`src/rtl/nibble_serial_addsub.sv`:
```
// nibble_serial_addsub
//   W-bit two's-complement add/subtract built from a single 4-bit
//   carry-lookahead slice that is reused over NIBBLES clock cycles, LSB
//   nibble first. The carry between nibbles lives in a register.
//
//   Optional feature (macro ADDSUB_SAT_EN):
//     defined   : on signed overflow the result saturates to the max
//                 positive / max negative value, chosen by the sign of
//                 the effective operand A. ovfl and cout are unchanged.
//     undefined : the result wraps modulo 2^W.
//
//   Handshake: the controller may raise start at any time. It is accepted
//   only on a rising edge where ready=1; a/b/op_sub are captured on that
//   edge and may change afterwards. done pulses for one cycle when
//   result/ovfl/cout have been updated. start in RUN/DONE is dropped.
//
//   Ports:
//     clk        in   1   rising-edge clock
//     rst_n      in   1   asynchronous active-low reset
//     start      in   1   operation request
//     op_sub     in   1   0 = a+b, 1 = a-b (sampled with start)
//     a, b       in   W   operands (sampled with start)
//     ready      out  1   idle, start will be accepted
//     done       out  1   one-cycle completion pulse
//     result     out  W   sum/difference, held until next completion
//     ovfl       out  1   signed overflow of last operation
//     cout       out  1   carry out of MSB (sub: 1 = no borrow)
//     dbg_state  out  2   current FSM state (debug observation)

// 4-bit carry-lookahead adder slice.
//   i_a, i_b : nibble operands      i_cin  : carry in
//   o_sum    : nibble sum           o_cout : carry out of bit 3
//   o_ovfl   : signed overflow of this nibble (carry into bit 3 ^ out)
module nibble_serial_addsub_cla4 (
  input  logic [3:0] i_a,
  input  logic [3:0] i_b,
  input  logic       i_cin,
  output logic [3:0] o_sum,
  output logic       o_cout,
  output logic       o_ovfl
);
  logic [3:0] w_g;
  logic [3:0] w_p;
  logic [4:0] w_c;

  assign w_g = i_a & i_b;
  assign w_p = i_a ^ i_b;

  assign w_c[0] = i_cin;
  assign w_c[1] = w_g[0] | (w_p[0] & i_cin);
  assign w_c[2] = w_g[1] | (w_p[1] & w_g[0]) | (w_p[1] & w_p[0] & i_cin);
  assign w_c[3] = w_g[2] | (w_p[2] & w_g[1]) | (w_p[2] & w_p[1] & w_g[0])
                | (w_p[2] & w_p[1] & w_p[0] & i_cin);
  assign w_c[4] = w_g[3] | (w_p[3] & w_g[2]) | (w_p[3] & w_p[2] & w_g[1])
                | (w_p[3] & w_p[2] & w_p[1] & w_g[0])
                | (w_p[3] & w_p[2] & w_p[1] & w_p[0] & i_cin);

  assign o_sum  = w_p ^ w_c[3:0];
  assign o_cout = w_c[4];
  assign o_ovfl = w_c[4] ^ w_c[3];
endmodule

module nibble_serial_addsub #(
  parameter int NIBBLES = 4
) (
  input  logic                 clk,
  input  logic                 rst_n,
  input  logic                 start,
  input  logic                 op_sub,
  input  logic [4*NIBBLES-1:0] a,
  input  logic [4*NIBBLES-1:0] b,
  output logic                 ready,
  output logic                 done,
  output logic [4*NIBBLES-1:0] result,
  output logic                 ovfl,
  output logic                 cout,
  output logic [1:0]           dbg_state
);
  localparam int W  = 4 * NIBBLES;
  localparam int CW = (NIBBLES > 1) ? $clog2(NIBBLES) : 1;
  localparam logic [CW-1:0] LAST = CW'(NIBBLES - 1);

  localparam logic [1:0] S_IDLE = 2'd0;
  localparam logic [1:0] S_RUN  = 2'd1;
  localparam logic [1:0] S_DONE = 2'd2;

  logic [1:0]    r_state;
  logic [CW-1:0] r_cnt;
  logic          r_carry;
  logic [W-1:0]  r_op_a;
  logic [W-1:0]  r_op_b;     // already inverted for subtraction
  logic [W-1:0]  r_work;
  logic [W-1:0]  r_result;
  logic          r_ovfl;
  logic          r_cout;

  logic [3:0]    w_a_nib;
  logic [3:0]    w_b_nib;
  logic [3:0]    w_sum;
  logic          w_cout;
  logic          w_ovfl;
  logic [W-1:0]  w_work_next;
  logic [W-1:0]  w_result_next;

  assign w_a_nib = r_op_a[r_cnt*4 +: 4];
  assign w_b_nib = r_op_b[r_cnt*4 +: 4];

  nibble_serial_addsub_cla4 u_cla (
    .i_a    (w_a_nib),
    .i_b    (w_b_nib),
    .i_cin  (r_carry),
    .o_sum  (w_sum),
    .o_cout (w_cout),
    .o_ovfl (w_ovfl)
  );

  // Work register with the current nibble merged in; on the last nibble
  // this is the complete word that goes to result.
  always_comb begin
    w_work_next = r_work;
    w_work_next[r_cnt*4 +: 4] = w_sum;
  end

`ifdef ADDSUB_SAT_EN
  // On overflow both effective operands share a sign; that sign decides
  // which end of the range to clamp to.
  always_comb begin
    w_result_next = w_work_next;
    if (w_ovfl) begin
      w_result_next = r_op_a[W-1] ? {1'b1, {(W-1){1'b0}}}
                                  : {1'b0, {(W-1){1'b1}}};
    end
  end
`else
  assign w_result_next = w_work_next;
`endif

  always_ff @(posedge clk or negedge rst_n) begin
    if (!rst_n) begin
      r_state  <= S_IDLE;
      r_cnt    <= '0;
      r_carry  <= 1'b0;
      r_op_a   <= '0;
      r_op_b   <= '0;
      r_work   <= '0;
      r_result <= '0;
      r_ovfl   <= 1'b0;
      r_cout   <= 1'b0;
    end else begin
      case (r_state)
        S_IDLE: begin
          if (start) begin
            r_op_a  <= a;
            r_op_b  <= op_sub ? ~b : b;
            // Subtraction is a + ~b + 1: the +1 enters as the first carry.
            r_carry <= op_sub;
            r_cnt   <= '0;
            r_state <= S_RUN;
          end
        end
        S_RUN: begin
          r_work  <= w_work_next;
          r_carry <= w_cout;
          r_cnt   <= r_cnt + 1'b1;
          if (r_cnt == LAST) begin
            r_result <= w_result_next;
            r_ovfl   <= w_ovfl;
            r_cout   <= w_cout;
            r_cnt    <= '0;
            r_state  <= S_DONE;
          end
        end
        S_DONE: begin
          r_state <= S_IDLE;
        end
        default: begin
          r_state <= S_IDLE;
        end
      endcase
    end
  end

  assign ready     = (r_state == S_IDLE);
  assign done      = (r_state == S_DONE);
  assign result    = r_result;
  assign ovfl      = r_ovfl;
  assign cout      = r_cout;
  assign dbg_state = r_state;
endmodule

```
`config.mk`:
```
export PLATFORM = sky130hd
export DESIGN_NAME = nibble_serial_addsub
export DESIGN_NICKNAME = d
export VERILOG_FILES = /design/src/rtl/nibble_serial_addsub.sv
export SDC_FILE = /design/constraint.sdc
export NUM_CORES = 1
export LEC_CHECK = 0
export ABC_CLOCK_PERIOD_IN_PS = 6600
export CAP_MARGIN = 20
export CORE_MARGIN = 2
export CORE_UTILIZATION = 26
export CTS_CLUSTER_DIAMETER = 40
export DETAILED_ROUTE_END_ITERATION = 10
export PLACE_DENSITY = 0.47
export SYNTH_ARGS = -nofsm -noshare
export SYNTH_HDL_FRONTEND = slang
export SYNTH_HIERARCHICAL = 1
export SYNTH_SLANG_ARGS = --single-unit
```
`constraint.sdc`:
```
create_clock -name clk -period 6.6 [get_ports clk]
set_input_delay 0.99 -clock clk [delete_from_list [all_inputs] [get_ports clk]]
set_output_delay 0.99 -clock clk [all_outputs]
set_load 0.01 [all_outputs]
```
Word level (Yosys, flattened, before mapping)
Index checks and enable logic that the tools add are counted.

Register bits after elaboration: 71.

$add $sub $neg: 2. Eq/ne operators: 5. Shift-type cells: 4. Multiplexer cells: 10. Bitwise operators: 31. Reduce and logical (&&, ||, !) cells: 6.

Operator list (number): 4-bit negator with 34-bit output (1); 4-bit by 34-bit variable shift with 16-bit output, first input constant (1); 4-bit by 34-bit indexed part select with 16-bit output (1); 16-bit by 5-bit indexed part select with 4-bit output (2); 1-bit bitwise AND (16); 16-bit bitwise mux (1); 16-bit 2-to-1 mux (1); 16-bit inverter (1); 1-bit OR (10); 2-bit 2-to-1 mux (4); 2-bit one-hot mux with 2 select lines (2); 2-bit AND reduction (4); 4-bit bitwise XOR (2); 4-bit bitwise AND (1); 2-bit == test, second input constant (2); 2-bit != test, second input constant (2); 2-bit by 1-bit adder with 2-bit output, second input constant (1); 2-bit by 1-bit == test with 1-bit output, second input constant (1); 2-bit zero test (1); 1-bit one-hot mux with 2 select lines (1); 2-bit nonzero test (1); 1-bit 2-to-1 mux (1); 1-bit bitwise XOR (1).

Logic depth before layout (Yosys ltp)
Gate-level depths: netlist of the first run.

Depth in word-level cells: 9. Depth in mapped cells: 10.

Modules after synthesis
Netlist of the first run, hierarchy kept.

By module, submodules not included: nibble_serial_addsub (times used 1, cells each 286, area each 3444.6 µm², sequential area each 1776.7 µm²); nibble_serial_addsub_cla4 (times used 1, cells each 20, area each 170.2 µm², sequential area each 0.0 µm²).

Worst setup path after synthesis of the first run
OpenSTA, ideal clock, no wires.

Path kind: flip-flop to flip-flop. Start: reg r_cnt[0]. End: reg r_result[11], in the netlist result[11]. Setup time: 0.065 ns. Arrival: 2.592 ns. Required time: 6.535 ns. Path slack: 3.943 ns. Stages on the path, launching flop included: 11. Clock period less this slack: 2.657 ns. Cells stage by stage: dfrtp_1 > buf_6 > buf_8 > mux4_2 > ha_1 > a21o_1 > a31oi_2 > xnor2_1 > clkbuf_1 > and4_2 > o22a_1.

Elaborated cells on any way between the ends: 26.

RTL lines: from (decl) (RTL line 88) `logic [CW-1:0] r_cnt;`; from (signal assigned) (RTL line 164) `r_cnt <= r_cnt + 1'b1;`; 16-bit by 5-bit indexed part select with 4-bit output (*) (RTL line 106) `assign w_b_nib = r_op_b[r_cnt*4 +: 4];`; via w_b_nib[0] (RTL line 98) `logic [3:0] w_b_nib;`; 4-bit bitwise AND / 4-bit bitwise XOR (equally long branches) (RTL line 46, 47); 1-bit bitwise AND, on equally long branches (RTL line 52, 53); 1-bit OR / 1-bit bitwise AND (equally long branches) (RTL line 52, 53); 1-bit OR (*) (RTL line 53) `| (w_p[2] & w_p[1] & w_p[0] & i_cin);`; 4-bit bitwise XOR (*) (RTL line 58) `assign o_sum = w_p ^ w_c[3:0];`; via w_sum[3] (RTL line 99) `logic [3:0] w_sum;`; 4-bit by 34-bit indexed part select with 16-bit output (*) (RTL line 121) `w_work_next[r_cnt*4 +: 4] = w_sum;`; 16-bit bitwise mux (*) (RTL line 121); to (signal assigned) (RTL line 166) `r_result <= w_result_next;`; to (decl) (RTL line 93) `logic [W-1:0] r_result;`.

The timed path passes the listed nets; every way through them passes the cells marked *. A chain may end at the register's enable or synchronous reset.

Final worst setup path of the first run
Start: reg r_cnt[0]. End: reg r_result[11], in the netlist result[11].

Cells in the longest elaborated chain, start to end: 9. Elaborated cells on any way between the ends: 26.

RTL lines: 16-bit by 5-bit indexed part select with 4-bit output (*) (RTL line 106); via w_b_nib[2] (RTL line 98); 4-bit bitwise XOR (RTL line 47) `assign w_p = i_a ^ i_b;`; 1-bit bitwise AND, on equally long branches (RTL line 52, 53); 1-bit OR (tied with other cells) (RTL line 52) `assign w_c[3] = w_g[2] | (w_p[2] & w_g[1]) | (w_p[2] & w_p[1] & w_g[0])`; 1-bit OR / 1-bit bitwise AND (equally long branches) (RTL line 52, 53); 1-bit OR (*) (RTL line 53); 4-bit bitwise XOR (*) (RTL line 58); via w_sum[3] (RTL line 99); 4-bit by 34-bit indexed part select with 16-bit output (*) (RTL line 121); 16-bit bitwise mux (*) (RTL line 121).

Marked as above.

==> results of run 1 <==
## cell families (layout without fill, tap and decap cells)
logic type	after synthesis	after routing	share of synthesized area [%]
buf+inv	35	88	5.99
fa+ha+maj	11	11	4.02
mux	27	27	10.9
xor+xnor	19	19	4.60
compound gates	66	66	12.7
simple gates	77	77	12.7
flops	71	71	49.2
## stage by stage
step	std cells	power (mW)
floorplan	306	1.80
global placement	523	2.17
detailed placement	523	2.19
CTS	539	2.68
global route	539	2.84
finish	539	2.63
## cells in the final DEF, fill, tap and decap left out, types with 2 or more instances in the layout
cell type,netlist,routed
inv_1,11,11
mux2_2,18,18
a21oi_1,25,25
and2b_1,2,2
dfrtp_1,71,71
a21o_1,2,2
o22a_1,4,4
a32o_1,12,12
o21ai_0,5,5
nand2b_1,8,8
o31ai_1,2,2
buf_4,7,4
and2b_2,4,4
clkdlybuf4s50_1,0,56
a31oi_1,8,8
clkbuf_16,0,9
clkbuf_1,5,2
clkinv_2,0,3
and4_2,4,4
ha_1,10,10
nor2_1,31,31
nor3b_4,2,2
xnor2_1,19,19
and3_4,2,2
nand4_1,8,8
mux4_2,8,8
o2bb2ai_1,4,4
nand2_1,9,9
## power breakdown
part | leakage, nW | internal [mW] | switching [mW]
combinational | 0.818 | 0.611 | 0.735
sequential | 0.858 | 0.647 | 0.160
clock | 0.146 | 0.301 | 0.177
## layer usage
metal	vias to the layer above	GRT usage (%)
met5	-	0
met4	0	3.88
met2	47	18.0
met1	1160	15.4
li1	1190	-
met3	9	3.14
## worst min-delay path by stage
stage,slack [ps],to,startpoint,cells after the start
4_1_cts,490,r_work[3],r_work[3],1
3_5_place_dp,480,r_work[3],r_work[3],1
5_1_grt,510,r_work[4],r_work[4],1
6_report,490,r_work[3],r_work[3],1
3_3_place_gp,470,r_work[3],r_work[3],1
2_1_floorplan,460,r_work[12],r_work[12],1
## final cells by class
class	instances	area (sq um)	share of cell area, %
sequential	71	1780	39.0
multi-input combinational	200	1620	35.6
timing repair buffer	61	596	13.1
clock buffer	12	246	5.42
tap	180	225	4.95
clock inverter	4	45.0	0.990
inverter	11	41.3	0.907
## worst reg2reg max path: cells and delay by family, from the launching register on
family | cells | cell delay [ps]
AO/OA/AOI/OAI | 3 | 340
AND/OR/NAND/NOR | 1 | 360
XOR/XNOR | 1 | 620
flip-flops | 1 | 930
adder cells (fa/ha/maj) | 1 | 360
multiplexers | 1 | 630
## flip-flops by register name (all words and copies together), names as in the netlist
register	count
result	16
r_work	16
r_carry	1
r_op_b	16
r_cnt	2
ovfl	1
cout	1
r_op_a	16
dbg_state	2
## synth_stat cells, types with 2 or more instances
cell       count
nor2_1        31
xnor2_1       19
buf_4          7
buf_8          2
and2b_2        4
a21o_1         2
o22a_1         4
inv_1         11
and2b_1        2
and4_2         4
and3_4         2
a32o_1        12
dfrtp_1       71
nor3b_4        2
ha_1          10
o31ai_1        2
nand4_1        8
nand2_1        9
a31oi_1        8
nand2b_1       8
o21ai_0        5
buf_6          4
clkbuf_1       5
o2bb2ai_1      4
buf_2          5
mux2_2        18
a21oi_1       25
mux4_2         8
==> results.md, run 1 <==
- Count of cell types in the netlist: 42
- Worst-case clock buffer depth: 2
- Via Count: 2406
- CP required: 6870 ps
- Async S/R FF share, synth: 100%
- Remaining DRCs: 0
- Area Overhead vs Synth: 25.9%
- Post-CTS Setup Inserts: 0
- Vias per inst: 4.46
- Critical path type: register to register
- Worst-Skew Late Latency: 330 ps
- Top FF cell, synth: dfrtp_1
- Synth warn: 6
- Core area: 13700 sq um
- 1st-iter DRT viols: 140
- Final antenna diode count: 0
- Met3 wire length: 317 um
- Number of global-route vias before repair: 2536
- GR Overflow Total: 0
- Area contributors post-synth: dfrtp_1, mux2_2, mux4_2
- Number of detailed-route iterations in the first pass: 4
- Worst path depth: 7
- First-pass GRT wire length: 13200 um
- Syn_nets: 353
- RSZ-0062 raised after global routing: no
- Routed wire length per instance: 14.7 um
- Antenna-violating nets left: 0
- Delay-heaviest family, CP: flip-flops
- Post-Syn Area: 3610 sq um
- H-tree levels: 3
- Die Y: 122 um
- Seq/Total Area, Yosys: 49.2%
- FF+latch count, synth: 71
- Hold-fix buffer count after cts: 0
- All-Layer GR Usage: 11.5%
- Critical Path Fanout Max: 20
- Met2 Wirelength: 3680 um
- Initial antenna violation count: 0
- Reg2Reg Setup Slack: 3300 ps
- DP Area: 4260 sq um
- Hold WS: 489 ps
- CP Launch Point: r_cnt[0]
- IO Port Bufs: 57
- Critical path capture point type: register
- CP max stage delay: 930 ps
- Post_cts resized: 0
- Worst reg2reg path endpoint: result[11]
- Clock-pin slew on the worst setup and hold paths: 60 ps
- Hold Fails Final Rpt: 0
- Leak pwr: 1.82 nW
- Worst path bufs/invs: 0
- Layout cell share with drive strength beyond 1: 16.7%
- Slew Viols, Final: 0
- Post-Route Skew: 5.65 ps
- CTS tree: built
- Area leader, netlist: dfrtp_1
- Finish-stage setup viols: 0
- Met1 Wirelength: 3800 um
- CTS sink cnt: 71
- End point of the critical path: result[11]
- EDFF count, synth: 0
- Clock Root Buffer: clkbuf_16
- Avg Cell Area, Syn: 11.8 sq um
- Pwr Density: 578 nW/um^2
- Yosys top cell area share: 49.2%
- Setup crit start kind: register
- DIE AREA: 14900 sq um
- Crit path DAT: 3570 ps
- # fillers: 1404
- Setup TNS Final: 0 ps
- Die width: 122 um
- # nets final: 401
- CTS Buf Count: 9
- FP Rows: 43
- Routed WL: 7900 um
- R2r startpoint: r_cnt[0]
- Detail Placement HPWL: 5460 um
- Top sig layer: met4
- Ports: 58
- RePlAce Congestion: 0.726
- Worst-path cell chain: mux4_2 > ha_1 > a21o_1 > a31oi_2 > xnor2_1 > and4_2 > o22a_1
- Worst path slowest cell: dfrtp_1
- Period minus WS final: 3300 ps
- Measured slew at the worst slew-check pin: 998 ps
- Finished Core Util: 33.2%
- Design Area, Final: 4550 sq um
- Tcrit/Tclk final: 50.0%
- Peak VDD IR: 0.221 mV
- R2R depth: 7
- Worst slack, placed: 3240 ps
- Outcome: completed
- Starting density of the core: 26.3%
- Worst hold path type: register to register
- Pin count of the biggest net entering global routing: 72
- Fmax achieved: 303 MHz
- Slew margin rel.: 33.3%
- Max-cap violations: 0
- Cell count after synthesis: 306
- Min setup slack post-route: 3300 ps
No activity file was read; power rests on OpenSTA's default activity.
==> run 2, diff against run 1 <==
--- a/config.mk
+++ b/config.mk
@@ -5,13 +5,13 @@
 export SDC_FILE = /design/constraint.sdc
 export NUM_CORES = 1
 export LEC_CHECK = 0
-export ABC_CLOCK_PERIOD_IN_PS = 6600
+export ABC_CLOCK_PERIOD_IN_PS = 2900
 export CAP_MARGIN = 20
 export CORE_MARGIN = 2
 export CORE_UTILIZATION = 26
 export CTS_CLUSTER_DIAMETER = 40
 export DETAILED_ROUTE_END_ITERATION = 10
-export PLACE_DENSITY = 0.47
+export PLACE_DENSITY = 0.48
 export SYNTH_ARGS = -nofsm -noshare
 export SYNTH_HDL_FRONTEND = slang
 export SYNTH_HIERARCHICAL = 1
==> constraint.sdc (replaced) <==
create_clock -name clk -period 2.9 [get_ports clk]
set_input_delay 0.435 -clock clk [delete_from_list [all_inputs] [get_ports clk]]
set_output_delay 0.435 -clock clk [all_outputs]
set_load 0.01 [all_outputs]
==> run 2 against run 1 <==
Sequential share of layout area shrank 0.36 points. Clock skew grew 2.2 ps. Die area is the same. Final area grew 0.93%. Hold slack lost 340 ps. Critical path depth is the same. Combinational power grew to 2.5 times the previous value. Cell count grew 1.3%. Largest cell class unchanged. Highest routed layer unchanged.
==> results.md, run 2 (synthesis gave the netlist of run 1 again) <==
- Met2 Wirelength: 3690 um (was 3680 um)
- Layout cell share with drive strength beyond 1: 18.3% (was 16.7%)
- Power, Total: 6.15 mW (was 2.63 mW)
- Hold Fails Final Rpt: 0 (unchanged)
- Slew Viols, Final: 0 (unchanged)
- # fillers: 1423 (was 1404)
- All-Layer GR Usage: 11.5% (about the same)
- Worst path bufs/invs: 1 (was 0)
- Cell-internal power: 3.64 mW (was 1.56 mW)
- Clock network fraction of total power: 15.5% (was 18.2%)
- RSZ-0062 raised after global routing: no (unchanged)
- Routed WL: 7940 um (was 7900 um)
- FP Rows: 43 (unchanged)
- Slew margin rel.: 53.4% (was 33.3%)
- Initial antenna violation count: 0 (unchanged)
- Critical Path Fanout Max: 6 (was 20)
- CP Launch Point: r_cnt[0] (unchanged)
- R2r startpoint: r_cnt[0] (unchanged)
- RePlAce Congestion: 0.780 (was 0.726)
- Finish-stage setup viols: 0 (unchanged)
- CP required: 3120 ps (was 6870 ps)
- Routed wire length per instance: 14.5 um (was 14.7 um)
- Switching part of the total: 40.9% (was 40.8%)
- Met3 wire length: 417 um (was 317 um)
- Area Overhead vs Synth: 27.1% (was 25.9%)
- Worst path slowest cell: mux4_2 (was dfrtp_1)
- Top sig layer: met4 (unchanged)
- Worst hold path type: primary input to asynchronous set/reset pin (was register to register)
- IO Port Bufs: 57 (unchanged)
- 1st-iter DRT viols: 155 (was 140)
- Ports: 58 (unchanged)
- Pin count of the biggest net entering global routing: 43 (was 72)
- CP max stage delay: 520 ps (was 930 ps)
- Worst-Skew Late Latency: 330 ps (about the same)
- Via Count: 2485 (was 2406)
- GR Overflow Total: 0 (unchanged)
- Starting density of the core: 26.3% (unchanged)
- Crit path DAT: 2810 ps (was 3570 ps)
- Critical path capture point type: register (unchanged)
- Finished Core Util: 33.5% (was 33.2%)
- Setup TNS Final: 0 ps (unchanged)
- Measured slew at the worst slew-check pin: 698 ps (was 998 ps)
- CTS tree: built (unchanged)
- Post-Route Skew: 7.89 ps (was 5.65 ps)
- Number of global-route vias before repair: 2458 (was 2536)
- Max-cap violations: 0 (unchanged)
- Vias per inst: 4.55 (was 4.46)
- Clock-pin slew on the worst setup and hold paths: 60 ps (about the same)
- Flop pwr share: 28.8% (was 30.6%)
- Period minus WS final: 2600 ps (was 3300 ps)
- Number of detailed-route iterations in the first pass: 4 (unchanged)
- Met1 Wirelength: 3700 um (was 3800 um)
- Pwr Density: 1340 nW/um^2 (was 578 nW/um^2)
- Antenna-violating nets left: 0 (unchanged)
- H-tree levels: 3 (unchanged)
- Combinational Power Share: 55.7% (was 51.2%)
- Clock Root Buffer: clkbuf_16 (unchanged)
- Remaining DRCs: 0 (unchanged)
- Tcrit/Tclk final: 89.5% (was 50.0%)
- CTS Buf Count: 9 (unchanged)
- Final antenna diode count: 0 (unchanged)
- Delay-heaviest family, CP: multiplexers (was flip-flops)
- Switching power of the nets: 2.52 mW (was 1.07 mW)
- Core area: 13700 sq um (unchanged)
- # nets final: 410 (was 401)
- Die width: 122 um (unchanged)
- Die Y: 122 um (unchanged)
- Critical path type: register to register (unchanged)
- Worst-path cell chain: buf_4 > mux4_2 > ha_1 > a21o_1 > a31oi_2 > mux2_1 > mux2_2 (was mux4_2 > ha_1 > a21o_1 > a31oi_2 > xnor2_1 > and4_2 > o22a_1)
- Leak pwr: 1.85 nW (was 1.82 nW)
- Most common cell after layout, fill and taps aside: dfrtp_1 (unchanged)
- Setup crit start kind: register (unchanged)
- CTS sink cnt: 71 (unchanged)
- First-pass GRT wire length: 13000 um (was 13200 um)
- Hold-fix buffer count after cts: 0 (unchanged)
- Fmax achieved: 385 MHz (was 303 MHz)
- DIE AREA: 14900 sq um (unchanged)
- Outcome: completed (unchanged)
- Worst-case clock buffer depth: 2 (unchanged)
- Detail Placement HPWL: 5730 um (was 5460 um)
- Commonest non-fill, non-tap cells in the layout: dfrtp_1, clkdlybuf4s50_1, nor2_1 (unchanged)
- Peak VDD IR: 0.593 mV (was 0.221 mV)
==> run 2: cell count changes in the layout (fill, tap and decap cells not counted), sizes merged <==
cell    change
buf         +9
bufinv      -1
clkinv      -1
==> run 2: final timing paths <==
path	slack (ps)	depth (start not counted)	endpoint
max	300	7	ovfl
min	150	1	dbg_state[1]
max reg2reg	300	7	ovfl
min reg2reg	490	1	r_work[3]
max in group asynchronous	2070	2	r_op_a[4]
min in group clk	490	1	r_work[3]
==> run 2: area by class of cell <==
class	count	area [sq um]	share of cell area, %
Clock buffer	12	236	5.15
Clock inverter	2	10.0	0.218
Tap cell	180	225	4.90
Multi-Input combinational cell	200	1630	35.5
Sequential cell	71	1780	38.7
Inverter	11	41.3	0.899
Timing Repair Buffer	70	676	14.7
==> run 2: power by group through the flow <==
stage,sequential (mW),clock (mW),combinational (mW)
6_report,1.77,0.953,3.43
5_1_grt,1.84,1.03,3.77
4_1_cts,1.79,0.988,3.44
3_5_place_dp,1.80,0,3.42
3_3_place_gp,1.80,0,3.38
2_1_floorplan,1.76,0,2.35
==> run 2: stage by stage <==
step,setup WS [ps],hold WS [ps],std cells,area (sq um)
floorplan,243,139,306,3610
global placement,242,468,532,4340
detailed placement,199,477,532,4340
CTS,191,168,546,4590
global route,198,211,546,4590
finish,305,151,546,4590
==> run 2: per-layer routing <==
metal  vias up  track usage, %
met5         -               0
met4         0            5.17
met3        13            3.04
met2        58            17.8
met1      1203            15.2
li1       1211               -
==> run 2: worst reg2reg max path: stages (launching register included) <==
cell	delay, ps
dfrtp_1	340
buf_4	170
mux4_2	520
ha_1	310
a21o_1	200
a31oi_2	320
mux2_1	360
mux2_2	260
==> run 2: timing repair <==
action,in CTS,in global routing
buffers inserted,0,0
endpoints found under the setup margin,0,1
resized for setup,0,1
